===== src/rtl/bp_pkg.sv =====
// -----------------------------------------------------------------------------
// bp_pkg
// Shared definitions for the branch-predictor controller slice.
//   BP_ENTRIES / BP_IDX_W : predictor table depth and index width
//   bp_ctrl_state_e       : invalidate-sweep FSM states
//   WP_*                  : EX-stage misprediction codes from the predictor
// -----------------------------------------------------------------------------
package bp_pkg;

    localparam int BP_ENTRIES = 32;
    localparam int BP_IDX_W   = $clog2(BP_ENTRIES);

    typedef enum logic [1:0] {
        IDLE  = 2'd0,
        SWEEP = 2'd1,
        DONE  = 2'd2
    } bp_ctrl_state_e;

    localparam logic [1:0] WP_OK        = 2'b00;
    localparam logic [1:0] WP_NOT_TAKEN = 2'b01;
    localparam logic [1:0] WP_TAKEN     = 2'b10;

endpackage


===== src/rtl/bp_sweep_fsm.sv =====
// -----------------------------------------------------------------------------
// bp_sweep_fsm
// Predictor-invalidate sweep sequencer: walks every table index once,
// asserting a write strobe per index, then pulses done for one cycle.
// Ports:
//   clk_i, rst_ni   clock, asynchronous active-low reset
//   inv_req_i       invalidate request (level, only honoured in IDLE)
//   state_o         current FSM state (debug visibility)
//   sweep_we_o      write-invalid strobe for sweep_idx_o
//   sweep_idx_o     index being invalidated
//   inv_busy_o      sweep in progress
//   inv_done_o      one-cycle pulse after the last write
// -----------------------------------------------------------------------------
module bp_sweep_fsm
    import bp_pkg::*;
#(
    parameter int ENTRIES = BP_ENTRIES,
    parameter int IDX_W   = BP_IDX_W
) (
    input  logic             clk_i,
    input  logic             rst_ni,
    input  logic             inv_req_i,
    output bp_ctrl_state_e   state_o,
    output logic             sweep_we_o,
    output logic [IDX_W-1:0] sweep_idx_o,
    output logic             inv_busy_o,
    output logic             inv_done_o
);

    localparam logic [IDX_W-1:0] LAST_IDX = IDX_W'(ENTRIES - 1);

    // All outputs are registered alongside the state so they change together.
    // The index wraps to 0 on the last write, so it reads 0 outside a sweep.
    always_ff @(posedge clk_i or negedge rst_ni) begin
        if (!rst_ni) begin
            state_o     <= IDLE;
            sweep_we_o  <= 1'b0;
            sweep_idx_o <= '0;
            inv_busy_o  <= 1'b0;
            inv_done_o  <= 1'b0;
        end else begin
            case (state_o)
                IDLE: begin
                    inv_done_o <= 1'b0;
                    if (inv_req_i) begin
                        state_o     <= SWEEP;
                        sweep_idx_o <= '0;
                        sweep_we_o  <= 1'b1;
                        inv_busy_o  <= 1'b1;
                    end
                end
                SWEEP: begin
                    // Advances every cycle; pipeline stalls do not hold the sweep.
                    sweep_idx_o <= sweep_idx_o + IDX_W'(1);
                    if (sweep_idx_o == LAST_IDX) begin
                        state_o    <= DONE;
                        sweep_we_o <= 1'b0;
                        inv_busy_o <= 1'b0;
                        inv_done_o <= 1'b1;
                    end
                end
                DONE: begin
                    // Requests seen here are absorbed; a still-high request
                    // restarts only once back in IDLE.
                    state_o    <= IDLE;
                    inv_done_o <= 1'b0;
                end
                default: begin
                    state_o     <= IDLE;
                    sweep_we_o  <= 1'b0;
                    sweep_idx_o <= '0;
                    inv_busy_o  <= 1'b0;
                    inv_done_o  <= 1'b0;
                end
            endcase
        end
    end

endmodule


===== src/rtl/bp_ctrl.sv =====
// -----------------------------------------------------------------------------
// bp_ctrl
// Branch-predictor controller: turns the EX-stage misprediction code into a
// fetch redirect and IF/ID flush, gates predictor training, and runs the
// invalidate sweep (bp_sweep_fsm) that blocks lookups and updates meanwhile.
// Ports:
//   clk_i, rst_ni               clock, asynchronous active-low reset
//   ex_valid_i, stall_i         EX instruction valid / pipeline stall
//   wrong_pred_i                predictor code (WP_*; 2'b11 treated as OK)
//   pc_ex_i, alu_pc_i           EX PC and resolved target
//   inv_req_i                   invalidate request (level)
//   redirect_o, redirect_pc_o   fetch override and target
//   flush_ifid_o                squash IF/ID and ID/EX
//   bp_update_en_o              predictor training enable
//   bp_lookup_en_o              predictor hit gating at fetch
//   sweep_we_o, sweep_idx_o     invalidate write strobe and index
//   inv_busy_o, inv_done_o      sweep busy / one-cycle completion pulse
// Optional (macro BP_PERF_CNT_EN):
//   br_cnt_o                    saturating count of bp_update_en_o cycles
//   mispred_cnt_o               saturating count of mispredicts
//
// Handshake: an EX instruction is consumed in a cycle where ex_valid_i=1 and
// stall_i=0; only a consumed instruction may redirect or train the predictor.
// -----------------------------------------------------------------------------
module bp_ctrl
    import bp_pkg::*;
#(
    parameter int ENTRIES = BP_ENTRIES,
    parameter int IDX_W   = BP_IDX_W,
    parameter int XLEN    = 32
) (
    input  logic             clk_i,
    input  logic             rst_ni,
    input  logic             ex_valid_i,
    input  logic             stall_i,
    input  logic [1:0]       wrong_pred_i,
    input  logic [XLEN-1:0]  pc_ex_i,
    input  logic [XLEN-1:0]  alu_pc_i,
    input  logic             inv_req_i,
    output logic             redirect_o,
    output logic [XLEN-1:0]  redirect_pc_o,
    output logic             flush_ifid_o,
    output logic             bp_update_en_o,
    output logic             bp_lookup_en_o,
    output logic             sweep_we_o,
    output logic [IDX_W-1:0] sweep_idx_o,
    output logic             inv_busy_o,
    output logic             inv_done_o
`ifdef BP_PERF_CNT_EN
    ,
    output logic [31:0]      br_cnt_o,
    output logic [31:0]      mispred_cnt_o
`endif
);

    bp_ctrl_state_e state;
    logic           consumed;
    logic           mis;
    logic           shadow_q;
    logic           idle;

    bp_sweep_fsm #(
        .ENTRIES (ENTRIES),
        .IDX_W   (IDX_W)
    ) u_sweep (
        .clk_i       (clk_i),
        .rst_ni      (rst_ni),
        .inv_req_i   (inv_req_i),
        .state_o     (state),
        .sweep_we_o  (sweep_we_o),
        .sweep_idx_o (sweep_idx_o),
        .inv_busy_o  (inv_busy_o),
        .inv_done_o  (inv_done_o)
    );

    // Combinational outputs are qualified with rst_ni so every output reads 0
    // as soon as reset is asserted, not just after the next edge.
    assign consumed = rst_ni & ex_valid_i & ~stall_i;
    assign idle     = (state == IDLE);

    // The cycle after a mispredict carries a wrong-path instruction: it may
    // neither redirect nor train.
    assign mis = consumed & ~shadow_q &
                 ((wrong_pred_i == WP_NOT_TAKEN) | (wrong_pred_i == WP_TAKEN));

    assign redirect_o     = mis;
    assign flush_ifid_o   = mis;
    assign bp_update_en_o = consumed & ~shadow_q & idle;
    assign bp_lookup_en_o = rst_ni & idle;

    always_comb begin
        redirect_pc_o = '0;
        if (rst_ni) begin
            case (wrong_pred_i)
                WP_TAKEN:     redirect_pc_o = alu_pc_i;
                WP_NOT_TAKEN: redirect_pc_o = pc_ex_i + XLEN'(4);
                default:      redirect_pc_o = '0;
            endcase
        end
    end

    always_ff @(posedge clk_i or negedge rst_ni) begin
        if (!rst_ni) begin
            shadow_q <= 1'b0;
        end else begin
            shadow_q <= mis;
        end
    end

`ifdef BP_PERF_CNT_EN
    always_ff @(posedge clk_i or negedge rst_ni) begin
        if (!rst_ni) begin
            br_cnt_o      <= '0;
            mispred_cnt_o <= '0;
        end else begin
            if (bp_update_en_o && (br_cnt_o != 32'hFFFF_FFFF)) begin
                br_cnt_o <= br_cnt_o + 32'd1;
            end
            if (mis && (mispred_cnt_o != 32'hFFFF_FFFF)) begin
                mispred_cnt_o <= mispred_cnt_o + 32'd1;
            end
        end
    end
`endif

endmodule


===== config.mk =====
export PLATFORM = sky130hd
export DESIGN_NAME = bp_ctrl
export DESIGN_NICKNAME = d
export VERILOG_FILES = /design/src/rtl/bp_pkg.sv /design/src/rtl/bp_sweep_fsm.sv /design/src/rtl/bp_ctrl.sv
export SDC_FILE = /design/constraint.sdc
export NUM_CORES = 1
export LEC_CHECK = 0
export ABC_AREA = 1
export BUFFER_PORTS_ARGS = -buffer_cell sky130_fd_sc_hd__buf_4
export CAP_MARGIN = 40
export CORE_AREA = 2 2 68 70
export CTS_BUF_LIST = sky130_fd_sc_hd__clkbuf_16
export DETAILED_ROUTE_END_ITERATION = 8
export DIE_AREA = 0 0 70 72
export PLACE_DENSITY = 0.79
export SKIP_LAST_GASP = 1
export SYNTH_ARGS = -nofsm -noshare
export SYNTH_HDL_FRONTEND = slang
export SYNTH_SLANG_ARGS = --single-unit

===== constraint.sdc =====
create_clock -name clk_i -period 1.8 [get_ports clk_i]
set_clock_uncertainty 0.15 [all_clocks]
set_input_delay 0.18 -clock clk_i [delete_from_list [all_inputs] [get_ports clk_i]]
set_output_delay 0.18 -clock clk_i [all_outputs]
set_load 0.005 [all_outputs]

# ---- Word-level counts from Yosys, hierarchy flattened
# Index checks and enable logic that the tools add are counted.
dict set report totals {
  in_bits 71
  reg_bits 10
  elab_cells 40
  output_inout_bits 44
}
dict set report classes {
  add_sub_neg 2
  eq_ne 7
  bitwise_logic 10
  mux 12
  n_reduce_logical 4
}
# cell count
set ops {}
lappend ops {{32-bit case mux with 2 select lines} 1}
lappend ops {{32-bit by 3-bit adder with 32-bit output, second input constant} 1}
lappend ops {{32-bit two-way mux} 1}
lappend ops {{5-bit case mux with 3 select lines} 1}
lappend ops {{1-bit bitwise AND} 6}
lappend ops {{5-bit by 1-bit adder with 5-bit output, second input constant} 1}
lappend ops {{5-bit == test, second input constant} 1}
lappend ops {{5-bit two-way mux} 1}
lappend ops {{2-bit by 1-bit == test with 1-bit output, second input constant} 2}
lappend ops {{2-bit == test, second input constant} 2}
lappend ops {{1-bit two-way mux} 4}
lappend ops {{2-bit two-way mux} 2}
lappend ops {{2-bit case mux with 2 select lines} 1}
lappend ops {{2-bit AND reduction} 2}
lappend ops {{1-bit inverter} 3}
lappend ops {{1-bit case mux with 3 select lines} 1}
lappend ops {{3-bit AND reduction} 1}
lappend ops {{2-bit zero test} 1}
lappend ops {{2-bit by 1-bit != test with 1-bit output, second input constant} 1}
lappend ops {{2-bit != test, second input constant} 1}
lappend ops {{1-bit bitwise OR} 1}

# ---- Longest topological paths before layout
dict set report depth {
  word_depth 4
  depth_mapped 9
  ltp_nobuf 9
}

# ---- By module
# Synthesis repeated with hierarchy kept, for this count alone.
dict set report hier_totals {
  hier_cells 349
  area_unflattened_um2 1858.0
}
# mod cells_each seq_area_each_um2 area_per_inst_um2 instances
set modules_own_cells {}
lappend modules_own_cells {bp_ctrl 297 25.0 1427.6 1}
lappend modules_own_cells {bp_sweep_fsm 52 225.2 430.4 1}

# ---- Worst setup path before layout
# No wires, ideal clock.
dict set report synth_timing {
  path_kind {register -> register}
  from {register u_sweep.sweep_idx_o[0]}
  to {register u_sweep.sweep_idx_o[4]}
  t_arrival_ns 1.173
  n_path_buf 0
  path_stages_with_launch 6
  setup_slack_ns 0.355
  synth_period_minus_slack_ns 1.445
  setup_time_ns 0.122
  cell_sequence {dfrtp_1 -> ha_1 -> nand2_1 -> nor2_1 -> ha_1 -> a32o_1}
}
dict set report synth_between {
  elab_chain_len 2
}
# element line
set synth_lines {}
lappend synth_lines {{start: declaration} bp_sweep_fsm.sv:25} ;# output logic [IDX_W-1:0] sweep_idx_o,
lappend synth_lines {{start signal: assignment} bp_sweep_fsm.sv:54} ;# sweep_idx_o <= sweep_idx_o + IDX_W'(1);
lappend synth_lines {{5-bit by 1-bit adder with 5-bit output} bp_sweep_fsm.sv:54}
lappend synth_lines {{5-bit case mux with 3 select lines} bp_sweep_fsm.sv:42} ;# case (state_o)
# No other way between the ends.
# A chain may end at the register's enable or synchronous reset.

# ---- Worst setup path in the final report
dict set report layout_timing {
  from {input port pc_ex_i[3]}
  to {output port redirect_pc_o[24]}
}
dict set report layout_between {
  elab_chain_len 3
}
# element line
set layout_lines {}
lappend layout_lines {{start: declaration} bp_ctrl.sv:37} ;# input logic [XLEN-1:0] pc_ex_i,
lappend layout_lines {{32-bit by 3-bit adder with 32-bit output} bp_ctrl.sv:96} ;# WP_NOT_TAKEN: redirect_pc_o = pc_ex_i + XLEN'(4);
lappend layout_lines {{32-bit case mux with 2 select lines} bp_ctrl.sv:94} ;# case (wrong_pred_i)
lappend layout_lines {{32-bit two-way mux} bp_ctrl.sv:93} ;# if (rst_ni) begin
lappend layout_lines {{end: declaration} bp_ctrl.sv:41} ;# output logic [XLEN-1:0] redirect_pc_o,
# No other way between the ends.

==> results_dict.tcl <==
set metrics [dict create \
    worstPathMaxFanout 4 \
    cts_inserted_buffers 3 \
    worstPathRequired_ns 1.47 \
    port_buffers 114 \
    ys_warn_count 0 \
    ir_drop_v 0.000815 \
    die_area_mm2 0.00504 \
    r2r-start "u_sweep.sweep_idx_o[0]" \
    rrSetupSlack_ns 0.22 \
    finalSetupViolations 0 \
    timing.slew.headroom 0.686 \
    clock.fmax_ghz 0.589 \
    synth_top_area_share 0.252 \
    vias_per_cell 4.94 \
    place_congestion 0.932 \
    slowest_delay_ns 0.18 \
    drc 0 \
    insertion_delay_ns 0.24 \
    cellLeakagePower_nw 1.45 \
    routed_wl_um 6090 \
    clockBufferDepth 2 \
    grt_pass1_wl_um 10600 \
    grt_use_total 0.248 \
    synth_area_leaders "nand2_1 25%, dfrtp_1 14%, nor2_1 11%" \
    dp_hpwl_um 4900 \
    worst_slew_pin_slew_ns 0.469 \
    netlist_area_mm2 0.00179 \
    seq_area_frac_synth 0.140 \
    post_drt_wl_per_cell_um 11.9 \
    cts-root-buf "clkbuf_16" \
    io_pins 115 \
    ant_nets 0 \
    drt-pass1-iter-count 4 \
    die_w_um 70 \
    post-route-util 0.672 \
    antenna_found_initial 0 \
    finalHoldViolCount 0 \
    cp_num_buf_inv 2 \
    rows 24 \
    synth_seq_cells 10 \
    coreArea_mm2 0.00426 \
    overflow 0 \
    drive_gt1_frac 0.330 \
    min_period_over_period 0.944 \
    p_per_area_mw_per_mm2 560 \
    crit_arrival_ns 1.37 \
    drv_cap 0 \
    ys_types 26 \
    grt_pass1_vias 2466 \
    hold_class "input pin to flop" \
    htree_levels 1 \
    crit_start "pc_ex_i[3]" \
    outcome "finished, final reports clean" \
    endpoint "redirect_pc_o[24]" \
    cts_tree "built" \
    reg2regPathDepth 5 \
    grt_max_degree 33 \
    cpMostUsedCell "nand2_1" \
    r2r_end "u_sweep.sweep_idx_o[4]" \
    finalMaxSlewViolations 0 \
    antenna_cells 0 \
    syn_inst 344 \
    drt_iter0_drc 123 \
    path_delay_family "simple AND/OR/NAND/NOR gates" \
    synth_largest_area_cell "nand2_1" \
    clk_pin_slew_ns 0.04 \
    fin_nets 537 \
    clkSinkCount 10 \
    start_kind "input pin" \
    worst-path-stages 11 \
    synth_nets 420 \
    period_minus_slack_ns 1.70 \
    via_count 2531 \
    path_cells "buf_4 -> ha_4 -> nand2_4 -> nor2_4 -> nand2_1 -> nor2_4 -> nand2_1 -> nand2_1 -> nand3_1 -> a21oi_1 -> buf_4" \
    syn_avg_cell_area_um2 5.20 \
    area_delta_synth_final_pct 60.1 \
    critPathCaptureType "output port" \
    p_total_w 0.00160 \
    die_y_um 72 \
    crit_type "input pin to output port" \
    cpMaxStageDelayCell "nor2_4" \
    initial_core_util 0.420 \
]
==> per-layer routing <==
metal,GRT usage,vias to the layer above,share of wire
li1,-,1320,-
met4,0.0406,0,0.0082
met1,0.299,1098,0.41
met2,0.458,109,0.49
met3,0.0569,4,0.093
met5,0,-,0
==> worst min-delay path: cells and delay by family <==
kind,cells,cell delay [ns]
AND/OR/NAND/NOR,2,0.18
buffers and inverters,1,0.09
==> power breakdown <==
group	internal [W]	total (W)	switching (W)
clock network	0.000291	0.000391	0.0000998
logic	0.000410	0.000806	0.000396
registers	0.000315	0.000406	0.0000913
==> repair_timing <==
item                                    4_1_cts  5_1_grt
endpoints found under the hold margin        10        0
resized for setup                             0        9
hold buffers                                  1        0
endpoints found under the setup margin        0        8
buffers inserted                              0        2
==> area by class of cell <==
class / count / area (um2)
Timing Repair Buffer: 123 / 938
Tap cell: 52 / 65.1
Inverter: 39 / 146
Multi-Input combinational cell: 284 / 1390
Clock buffer: 3 / 75.1
Clock inverter: 1 / 3.75
Fill cell: 384 / 1400
Sequential cell: 10 / 250
==> worst min-delay path by stage <==
stage	startpoint	to	depth (start not counted)
4_1_cts	inv_req_i	u_sweep.state_o[0]	3
6_report	inv_req_i	u_sweep.state_o[0]	3
3_3_place_gp	rst_ni	shadow_q	1
2_1_floorplan	rst_ni	shadow_q	0
3_5_place_dp	rst_ni	shadow_q	1
5_1_grt	inv_req_i	u_sweep.state_o[0]	3
==> cells by family after synthesis <==
kind of cell	synth area share
and+or+nand+nor	0.550
AOI/OAI and AO/OA	0.160
buffers and inverters	0.110
DFF	0.140
adders and majority gates	0.0350
xor gates and xnor gates	0.00490
==> cell usage after synthesis (all sizes together) <==
cell type  instances
buf                4
a32o               2
clkbuf             7
inv               39
o22ai              1
a21oi             37
dfrtp             10
o21bai             1
nor2              65
nand2            126
o21a               1
or2                3
nand3             31
nand4              1
a22oi              3
o21ai              6
xor2               1
and2               1
ha                 5
==> cell usage in the layout, fill, tap and decap left out <==
cell | Yosys | layout
clkbuf_16 | 0 | 3
buf_12 | 0 | 1
dfrtp_1 | 10 | 10
a21oi_1 | 35 | 32
o21a_1 | 1 | 1
nand3_1 | 31 | 29
and2_1 | 1 | 1
a22oi_1 | 3 | 3
nor2_1 | 53 | 53
nand2_4 | 1 | 2
nor2_2 | 6 | 5
ha_4 | 0 | 1
o22ai_1 | 1 | 1
nand4_1 | 1 | 1
or2_2 | 1 | 1
clkinv_1 | 0 | 1
nor2_4 | 6 | 7
nand3_2 | 0 | 2
nand2_2 | 5 | 4
a21oi_2 | 2 | 5
nand2_1 | 120 | 120
ha_1 | 5 | 4
xor2_1 | 1 | 1
o21bai_1 | 1 | 1
o21ai_0 | 6 | 6
a32o_1 | 2 | 2
buf_4 | 2 | 121
inv_1 | 39 | 39
dlygate4sd3_1 | 0 | 1
or2_1 | 2 | 2
==> state kept, by name (all words and copies together), names as in the netlist <==
name                 count
shadow_q                 1
u_sweep.inv_done_o       1
u_sweep.state_o          2
u_sweep.sweep_idx_o      5
u_sweep.sweep_we_o       1
==> stage by stage <==
stage / instances / instance area (um2) / hold slack, ns / setup TNS (ns) / setup slack, ns
final: 512 / 2860 / 0.0953 / 0 / 0.101
after global routing: 512 / 2860 / 0.111 / -0.0215 / -0.0176
after detailed placement: 505 / 2720 / -0.130 / 0 / 0.0145
after CTS: 510 / 2810 / 0.0885 / 0 / 0.0182
after floorplan: 344 / 1790 / -0.266 / 0 / 0.355
after global placement: 505 / 2720 / -0.128 / 0 / 0.0556
(Power assumes the default switching activity.)
